**src/rtl/agc_pkg.sv**
```systemverilog
`default_nettype none
//============================================================================
// Module : agc_pkg
// Brief  : Shared widths, loop constants, sample/gain types and amplitude table
// Rev    : 1.0 - initial release
//============================================================================
package agc_pkg;

    localparam int DATA_W     = 16;
    localparam int GAIN_W     = 16;
    localparam int TARGET     = 8192;
    localparam int HYST       = 1024;
    localparam int SEG_BLOCKS = 16;

    localparam int PHASE_W    = 8;
    localparam int AMP_W      = 8;
    localparam int IDX_W      = 2;
    localparam int BLK_W      = (SEG_BLOCKS > 1) ? $clog2(SEG_BLOCKS) : 1;
    localparam int GAIN_FRAC  = 8;
    localparam int GAIN_STEP  = 4;

    typedef logic signed [DATA_W-1:0] sample_t;
    typedef logic        [GAIN_W-1:0] gain_t;
    typedef logic        [AMP_W-1:0]  amp_t;

    localparam gain_t             GAIN_UNITY = gain_t'(1 << GAIN_FRAC);
    localparam gain_t             GAIN_MAX   = '1;
    localparam logic [DATA_W-1:0] PEAK_HI    = DATA_W'(TARGET + HYST);
    localparam logic [DATA_W-1:0] PEAK_LO    = DATA_W'(TARGET - HYST);
    localparam logic [BLK_W-1:0]  SEG_LAST   = BLK_W'(SEG_BLOCKS - 1);

    // Amplitude table: {16, 64, 255, 32}
    function automatic amp_t amp_lookup(input logic [IDX_W-1:0] idx);
        amp_t amp;
        case (idx)
            2'd0:    amp = 8'd16;
            2'd1:    amp = 8'd64;
            2'd2:    amp = 8'd255;
            default: amp = 8'd32;
        endcase
        return amp;
    endfunction

endpackage : agc_pkg
`default_nettype wire

```
**src/rtl/agc_core.sv**
```systemverilog
`default_nettype none
//============================================================================
// Module : agc_core
// Brief  : Q8.8 gain stage with saturation, block peak detector, gain update
// Rev    : 1.0 - initial release
//============================================================================
module agc_core
    import agc_pkg::*;
(
    input  logic    clk,
    input  logic    rst,
    input  sample_t x,
    input  logic    block_end,
    output sample_t y,
    output gain_t   gain,
    output logic    locked
);

    localparam int PROD_W = DATA_W + GAIN_W + 1;

    localparam logic signed [PROD_W-1:0] SAT_HI  = PROD_W'((1 << (DATA_W - 1)) - 1);
    localparam logic signed [PROD_W-1:0] SAT_LO  = ~SAT_HI;
    localparam logic        [DATA_W-1:0] MAG_MAX = {1'b0, {(DATA_W-1){1'b1}}};
    localparam sample_t                  NEG_MAX = {1'b1, {(DATA_W-1){1'b0}}};

    sample_t                  r_y;
    gain_t                    r_gain;
    logic                     r_locked;
    logic        [DATA_W-1:0] r_peak;

    logic signed [PROD_W-1:0] w_x_ext;
    logic signed [PROD_W-1:0] w_g_ext;
    logic signed [PROD_W-1:0] w_prod;
    logic signed [PROD_W-1:0] w_shift;
    sample_t                  w_y_next;
    logic        [DATA_W-1:0] w_mag;
    logic        [DATA_W-1:0] w_blk_peak;
    gain_t                    w_gain_dn;
    logic        [GAIN_W:0]   w_up_wide;
    gain_t                    w_gain_up;
    gain_t                    w_gain_nxt;
    logic                     w_locked_nxt;

    // Gain is unsigned, so it enters the signed product with a zero MSB.
    always_comb begin
        w_x_ext = PROD_W'(x);
        w_g_ext = $signed(PROD_W'({1'b0, r_gain}));
        w_prod  = w_x_ext * w_g_ext;
        w_shift = w_prod >>> GAIN_FRAC;
        if (w_shift > SAT_HI) begin
            w_y_next = SAT_HI[DATA_W-1:0];
        end else if (w_shift < SAT_LO) begin
            w_y_next = SAT_LO[DATA_W-1:0];
        end else begin
            w_y_next = w_shift[DATA_W-1:0];
        end
    end

    // Magnitude folds the most negative code onto the largest positive one.
    always_comb begin
        if (w_y_next == NEG_MAX) begin
            w_mag = MAG_MAX;
        end else if (w_y_next[DATA_W-1]) begin
            w_mag = -w_y_next;
        end else begin
            w_mag = w_y_next;
        end
        w_blk_peak = (w_mag > r_peak) ? w_mag : r_peak;
    end

    always_comb begin
        w_gain_dn = r_gain - (r_gain >> GAIN_STEP);
        if (w_gain_dn == '0) begin
            w_gain_dn = gain_t'(1);
        end
        w_up_wide = {1'b0, r_gain} + (GAIN_W+1)'(r_gain >> GAIN_STEP) + (GAIN_W+1)'(1);
        w_gain_up = w_up_wide[GAIN_W] ? GAIN_MAX : w_up_wide[GAIN_W-1:0];
    end

    always_comb begin
        w_gain_nxt   = r_gain;
        w_locked_nxt = 1'b0;
        if (w_blk_peak > PEAK_HI) begin
            w_gain_nxt = w_gain_dn;
        end else if (w_blk_peak < PEAK_LO) begin
            w_gain_nxt = w_gain_up;
        end else begin
            w_locked_nxt = 1'b1;
        end
    end

    always_ff @(posedge clk) begin
        if (rst) begin
            r_y      <= '0;
            r_gain   <= GAIN_UNITY;
            r_locked <= 1'b0;
            r_peak   <= '0;
        end else begin
            r_y <= w_y_next;
            if (block_end) begin
                r_peak   <= '0;
                r_gain   <= w_gain_nxt;
                r_locked <= w_locked_nxt;
            end else begin
                r_peak <= w_blk_peak;
            end
        end
    end

    assign y      = r_y;
    assign gain   = r_gain;
    assign locked = r_locked;

endmodule : agc_core
`default_nettype wire

```
**src/rtl/agc_top.sv**
```systemverilog
`default_nettype none
//============================================================================
// Module : agc_top
// Brief  : Triangle source stepped through an amplitude table, fed to the AGC
// Rev    : 1.0 - initial release
//============================================================================
module agc_top
    import agc_pkg::*;
(
    input  logic                     i_clock,
    input  logic                     i_reset,
    output logic signed [DATA_W-1:0] o_sample,
    output logic        [GAIN_W-1:0] o_gain,
    output logic                     o_locked,
    output logic        [IDX_W-1:0]  o_amp_idx
);

    localparam sample_t TRI_OFFSET = sample_t'(128);

    logic [PHASE_W-1:0] r_phase;
    logic [BLK_W-1:0]   r_blk_cnt;
    logic [IDX_W-1:0]   r_amp_idx;

    logic [PHASE_W-2:0] w_tri;
    sample_t            w_s;
    sample_t            w_amp;
    sample_t            w_x;
    logic               w_block_end;
    sample_t            w_y;
    gain_t              w_gain;
    logic               w_locked;

    // Both factors are small enough that the 16-bit product is exact.
    always_comb begin
        w_tri       = r_phase[PHASE_W-1] ? ~r_phase[PHASE_W-2:0] : r_phase[PHASE_W-2:0];
        w_s         = $signed(DATA_W'({1'b0, w_tri, 1'b0})) - TRI_OFFSET;
        w_amp       = $signed(DATA_W'(amp_lookup(r_amp_idx)));
        w_x         = w_s * w_amp;
        w_block_end = (r_phase == '1);
    end

    always_ff @(posedge i_clock) begin
        if (i_reset) begin
            r_phase <= '0;
        end else begin
            r_phase <= r_phase + PHASE_W'(1);
        end
    end

    always_ff @(posedge i_clock) begin
        if (i_reset) begin
            r_blk_cnt <= '0;
            r_amp_idx <= '0;
        end else if (w_block_end) begin
            if (r_blk_cnt == SEG_LAST) begin
                r_blk_cnt <= '0;
                r_amp_idx <= r_amp_idx + IDX_W'(1);
            end else begin
                r_blk_cnt <= r_blk_cnt + BLK_W'(1);
            end
        end
    end

    agc_core u_core (
        .clk       (i_clock),
        .rst       (i_reset),
        .x         (w_x),
        .block_end (w_block_end),
        .y         (w_y),
        .gain      (w_gain),
        .locked    (w_locked)
    );

    assign o_sample  = w_y;
    assign o_gain    = w_gain;
    assign o_locked  = w_locked;
    assign o_amp_idx = r_amp_idx;

endmodule : agc_top
`default_nettype wire

```
**config.mk**
```make
export PLATFORM = sky130hd
export DESIGN_NAME = agc_top
export DESIGN_NICKNAME = d
export VERILOG_FILES = /design/src/rtl/agc_pkg.sv /design/src/rtl/agc_core.sv /design/src/rtl/agc_top.sv
export SDC_FILE = /design/constraint.sdc
export NUM_CORES = 1
export LEC_CHECK = 0
export ABC_AREA = 1
export BUFFER_PORTS_ARGS = -buffer_cell sky130_fd_sc_hd__buf_2
export CAP_MARGIN = 20
export CORE_ASPECT_RATIO = 1.4
export CORE_UTILIZATION = 34
export DETAILED_ROUTE_END_ITERATION = 12
export SYNTH_ARGS = -nofsm -noshare
export SYNTH_HDL_FRONTEND = slang
export SYNTH_SLANG_ARGS = --single-unit
```
**constraint.sdc**
```tcl
create_clock -name i_clock -period 35.1 [get_ports i_clock]
set_input_delay 0 -clock i_clock [delete_from_list [all_inputs] [get_ports i_clock]]
set_output_delay 0 -clock i_clock [all_outputs]
set_load 0.01 [all_outputs]
```
==> summary.md, run 1 <==
| Metric | Value |
|---|---|
| CP Capture Type | register |
| Adder-cell area share of the yosys netlist | between 40 and 50% |
| Most used cell, CP | nand2_1 |
| Core area | roughly 44000 µm² |
| RSZ-0062 raised after global routing | no |
| Worst-Skew Late Latency | around 0.35 ns |
| Most Used Layer, Global Route | met2 |
| Die X | about 180 µm |
| Pwr Density | about 27 nW/µm² |
| Main combinational cell family by area after synthesis | adder cells |
| GRT overflow | 0 |
| DIE AREA | around 46000 µm² |
| MaxCap Viol Count | 0 |
| Most common cell after layout, fill and taps aside | nand2_1 |
| Status | finished clean |
| PostCTS Resize Cnt | 0 |
| DR WL/cell | about 16 µm |
| Worst path slowest cell | o21ai_0 |
| Gate Count Post-Synth | about 2200 |
| Clock Skews | 0.0123 ns |
| Final WL | about 44000 µm |
| Cell taking the most area after synthesis | fa_1 |
| Area Growth Syn to Fin | 6.38% |
| Critical path required time | about 35 ns |
| Ys Warns | 0 |
| Cell variety after synth | 45 |
| DR pass1 iterations | 6 |
| Compound-Gate Fraction of Synth Area | between 5 and 6% |
| Setup TNS | 0 ns |
| Final-report hold violation count | 0 |
| Root Buffer | clkbuf_16 |
| Slowest cell delay on critical path | ~0.6 ns |
| CTS Hold Bufs | 0 |
| Clock transition at path regs | roughly 0.06 ns |
| Dominant cells by area after synthesis | fa_1 29%, ha_1 15%, nand2_1 14% |
| PortBufs | 36 |
| Ys flop type | dfxtp_1 |
| CP arrival | 17.10 ns |
| Ratio of cells with drive above 1 in the final layout | between 5 and 6% |
| Chip Height | 254 µm |
| Post-Syn Area | 15400 µm² |
| Post-route DRC | 0 |
| # diodes | 0 |
| Met3 usage | about 1.6% |
| Detail Placement HPWL | approximately 36000 µm |
| Synthesis-stage register bit count | between 60 and 70 |
| LEAKAGE | roughly 0.0094 µW |
| Max rail drop VDD | about 0.031 mV |
| Mux contribution to synthesized area | 0% |
| Synth Area in Simple Gates | 25.9% |
| Initial DRC count | 868 |
| First-pass GRT wire length | 73100 µm |
| Vias | roughly 13000 |
| Met1 Use GR | 22.4% |
| Standard-cell row count | between 90 and 100 |
| Final ANT Viol Nets | 0 |
| Max Buffers Root-to-Sink | 2 |
| Crit path launch type | register |
| TritonCTS Buffers | 9 |
| CTS tree | built |
| CP Class | reg2reg |
| XOR/XNOR Fraction of Synth Area | between 2 and 3% |
| Worst Hold Class | in2reg |
| Max Freq | roughly 59 MHz |
| Clock tree sinks | 63 |
| Sequential cell area fraction in the yosys report | a little over 8% |
| Mapped Avg Cell Area | between 7 and 8 µm² |
| Largest net degree at the start of global routing | 32 |
| Min Tclk post-route | 16.86 ns |
| Total GRT Usage | between 20% and 30% |
| Slew at the pin with the worst max-slew slack | ~1.0 ns |
| Post-synth top area share | ~29% |
| Most frequent cells in the layout | 553 x nand2_1, 483 x inv_1, 241 x nor2_1 |
| Crit-path max FO | 31 |
| I/O pin count | 37 |
| Relative slew slack | between 30% and 40% |
| Worst hold slack | between 0.08 and 0.09 ns |
| Number of antenna violations at the first check in global routing | 0 |
| Tcrit/Tclk final | around half |
| CTS H-tree lvls | 3 |
| Starting Density | about a third |
| Max Slew Vio Count | 0 |
| EDFF count, synth | 0 |
| Setup Buffers After CTS | 0 |
| Syn_nets | ~2600 |
| Final GP Congestion | 0.913 |
| Met2 usage | about two fifths |
| # setup viols final | 0 |
| Async SR Flop Fraction | 0% |
| Final net count | ~2600 |
| Number of global-route vias before repair | 14400 |
| Vias per inst | 4.91 |
synth_stat cells (15+ instances only):
master	instances
dfxtp_1	63
nand3_1	89
xor2_1	38
o21ai_0	30
nor2_1	241
ha_1	187
fa_1	219
inv_1	483
nand2_1	553
nor3_1	15
a21oi_1	82
clkbuf_1	42
area by class of cell:
| class | instances | area, µm² |
|---|---|---|
| well taps | 558 | 698 |
| clock buffers | 11 | 243 |
| multi-input cells | 1566 | 11900 |
| repair buffers | 45 | 248 |
| flip-flops and latches | 63 | 1260 |
| fillers | 4685 | 27900 |
| inverters | 497 | 1870 |
| clock inverters | 5 | 81.3 |
critical path, delay by kind of cell (launching register included):
family / cells / cell delay [ns]
flip-flops: 1 / 0.35
AO/OA/AOI/OAI: 11 / 1.92
buffers and inverters: 14 / 1.96
XOR/XNOR: 1 / 0.56
adder cells (fa/ha/maj): 15 / 6.46
AND/OR/NAND/NOR: 36 / 5.51
per-stage QoR:
stage               total power (µW)  utilization, %  cell area (µm²)  worst slack [ns]  cells
floorplan                        282               -            15400             21.45   2185
global placement                 339            36.2            16000             18.61   2729
detailed placement               341            36.2            16000             18.34   2729
CTS                              444            36.9            16300             18.30   2745
global route                     480            36.9            16300             16.75   2745
finish                           442            36.9            16300             18.24   2745
path summary, 6_finish.rpt:
kind                                         end  slack [ns]  cells after the start        startpoint
worst min register to register  u_core.r_peak[5]        0.49                      2  u_core.r_peak[5]
worst max-delay path             u_core.gain[10]       18.24                     77      o_amp_idx[0]
worst min-delay path                  r_phase[0]        0.09                      2           i_reset
worst max register to register   u_core.gain[10]       18.24                     77      o_amp_idx[0]
flip-flops by register name, summed over array words and instances (netlist names):
register	count
u_core.r_peak	16
u_core.locked	1
r_blk_cnt	4
u_core.gain	16
u_core.y	16
r_phase	8
o_amp_idx	2
layer usage:
layer,share of wire (%),vias up,wire [µm]
met5,0,-,0
met4,4.7,0,2060
li1,-,6521,-
met3,3.6,97,1560
met2,53,325,23200
met1,39,6541,17000
kinds of logic (layout without fill, tap and decap cells):
logic type | after synthesis | in the layout
adders and majority gates | 406 | 406
xor gates and xnor gates | 48 | 48
buffers and inverters | 556 | 558
DFF | 63 | 63
and+or+nand+nor | 967 | 967
AOI/OAI and AO/OA | 145 | 145
where the power goes:
group	internal [µW]	switching, µW
clock	64.1	36.4
sequential	81.1	3.38
combinational	75.3	181
No activity file was read; power rests on OpenSTA's default activity.
==> run 2: changes to the inputs <==
==> constraint.sdc (replaced) <==
create_clock -name i_clock -period 17.04 [get_ports i_clock]
set_input_delay 0 -clock i_clock [delete_from_list [all_inputs] [get_ports i_clock]]
set_output_delay 0 -clock i_clock [all_outputs]
set_load 0.01 [all_outputs]
==> summary.md, run 2 (same netlist as run 1, synthesis figures left out) <==
| Metric | Value |
|---|---|
| Clock Skews | 0.00920 ns (was 0.0123 ns) |
| DR WL/cell | 15.7 µm (was 16.0 µm) |
| PortBufs | 36 (unchanged) |
| R2R cell count | 71 (was 77) |
| TritonCTS Buffers | 9 (unchanged) |
| Most used cell, CP | nand2_1 (unchanged) |
| CTS tree | built (unchanged) |
| Hold path cells | 2 (unchanged) |
| Starting Density | 34.7% (unchanged) |
| Max Freq | 63.9 MHz (was 59.3 MHz) |
| First-pass GRT wire length | 72000 µm (was 73100 µm) |
| Most frequent cells in the layout | 551 x nand2_1, 483 x inv_1, 236 x nor2_1 (was 553 x nand2_1, 483 x inv_1, 241 x nor2_1) |
| Worst Hold Class | in2reg (unchanged) |
| Critical path required time | 17.29 ns (was 35.34 ns) |
| Min Tclk post-route | 15.65 ns (was 16.86 ns) |
| Hold Crit Start | i_reset (unchanged) |
| Tot Pwr | 883 µW (was 442 µW) |
| Vias | 13400 (was 13500) |
| Largest net degree at the start of global routing | 32 (unchanged) |
| I/O pin count | 37 (unchanged) |
| Area Growth Syn to Fin | 6.50% (was 6.38%) |
| Setup TNS | 0 ns (unchanged) |
| Most common cell after layout, fill and taps aside | nand2_1 (unchanged) |
| DR pass1 iterations | 5 (was 6) |
| Core area | 44300 µm² (unchanged) |
| Status | finished clean (unchanged) |
| Max rail drop VDD | 0.0976 mV (was 0.0306 mV) |
| DIE AREA | 46000 µm² (unchanged) |
| RSZ-0062 raised after global routing | no (unchanged) |
| Ratio of cells with drive above 1 in the final layout | 5.71% (was 5.17%) |
| Slew at the pin with the worst max-slew slack | 1.06 ns (was 1.04 ns) |
| CTS H-tree lvls | 3 (unchanged) |
| Fill count | 4675 (was 4685) |
| Final WL | 43300 µm (was 43900 µm) |
| Chip Height | 254 µm (unchanged) |
| Final-report hold violation count | 0 (unchanged) |
| Total GRT Usage | 20.0% (was 20.2%) |
| Vias per inst | 4.87 (was 4.91) |
| Clock transition at path regs | 0.06 ns (about the same) |
| Worst flop-to-flop path endpoint | u_core.gain[10] (unchanged) |
| Number of global-route vias before repair | 13900 (was 14400) |
| GRT overflow | 0 (unchanged) |
| CP arrival | 15.90 ns (was 17.10 ns) |
| Final ANT Viol Nets | 0 (unchanged) |
| Worst path slowest cell | fa_1 (was o21ai_0) |
| Crit-path max FO | 31 (unchanged) |
| Reg2Reg Launch Point | r_phase[7] (was o_amp_idx[0]) |
| Number of antenna violations at the first check in global routing | 0 (unchanged) |
| Slowest cell delay on critical path | 0.57 ns (was 0.61 ns) |
| Crit path launch type | register (unchanged) |
| Initial DRC count | 674 (was 868) |
| LEAKAGE | 0.00939 µW (was 0.00940 µW) |
| Standard-cell row count | 91 (unchanged) |
| Worst-Skew Late Latency | 0.36 ns (was 0.35 ns) |
| # diodes | 0 (unchanged) |
| Detail Placement HPWL | 36000 µm (was 36400 µm) |
| CP Class | reg2reg (unchanged) |
| Pwr Density | 54.0 nW/µm² (was 27.0 nW/µm²) |
| Reg2Reg Setup Slack | 1.39 ns (was 18.24 ns) |
| MaxCap Viol Count | 0 (unchanged) |
| Max Buffers Root-to-Sink | 2 (unchanged) |
| Die X | 182 µm (unchanged) |
| Tcrit/Tclk final | 91.8% (was 48.0%) |
| WHS Endpoint | r_phase[0] (unchanged) |
| Post-route DRC | 0 (unchanged) |
| # setup viols final | 0 (unchanged) |
| Final GP Congestion | 0.924 (was 0.913) |
| Final net count | 2593 (was 2590) |
| Root Buffer | clkbuf_16 (unchanged) |
| Max Slew Vio Count | 0 (unchanged) |
| CP Capture Type | register (unchanged) |
| Relative slew slack | 29.5% (was 30.4%) |
| Clock tree sinks | 63 (unchanged) |
run 2: layout make-up:
class,count,area [µm²],area share [%]
Multi-Input combinational cell,1566,12000,73.2
Inverter,497,1870,11.4
Sequential cell,63,1260,7.71
Tap cell,558,698,4.27
Timing Repair Buffer,48,270,1.65
Clock buffer,11,243,1.48
Clock inverter,5,40.0,0.245
run 2: through the flow:
stage          std cells  hold WS (ns)  instance area, µm²  worst slack [ns]  util [%]
6_report            2748        0.0799               16400              1.39      36.9
5_1_grt             2748         0.103               16400             0.181      36.9
4_1_cts             2746        0.0709               16300             0.265      36.8
3_5_place_dp        2730         0.396               16000             0.319      36.2
3_3_place_gp        2730         0.397               16000             0.529      36.2
2_1_floorplan       2185        0.0793               15400              3.39         -
run 2: how the worst max path moves through the flow:
stage	cells after the start	startpoint	slack [ns]	to
after floorplan	83	o_amp_idx[0]	3.39	u_core.gain[1]
after global placement	77	r_phase[7]	0.53	u_core.gain[7]
after detailed placement	77	r_phase[7]	0.32	u_core.gain[10]
after CTS	77	r_phase[7]	0.27	u_core.gain[10]
after global routing	79	o_amp_idx[0]	0.18	u_core.gain[1]
final	71	r_phase[7]	1.39	u_core.gain[10]
run 2: worst max-delay path: cells and delay by family, from the launching register on:
family          cells  cell delay (ns)
flops               1             0.48
compound gates      8             1.37
simple gates       36             5.71
buf+inv            12             1.33
fa+ha+maj          15             6.59
run 2: routing by layer:
metal	up-vias	part of all wire (%)	GRT usage, %
met2	327	51	36.7
met4	0	5.2	10.4
met1	6434	40	22.9
met3	99	3.7	1.72
li1	6530	-	-
met5	-	0	0
run 2: where the power goes:
part / switching (µW) / leakage (µW) / internal (µW)
Sequential: 6.73 / 0.000514 / 167
Combinational: 369 / 0.00874 / 162
Clock: 74.9 / 0.000140 / 104
Total: 451 / 0.00939 / 433
run 2: what timing repair did:
item | in CTS | in global routing
gates resized for setup | 0 | 12
hold buffers | 0 | 0
setup buffers | 0 | 2
setup endpoints to repair | 0 | 17
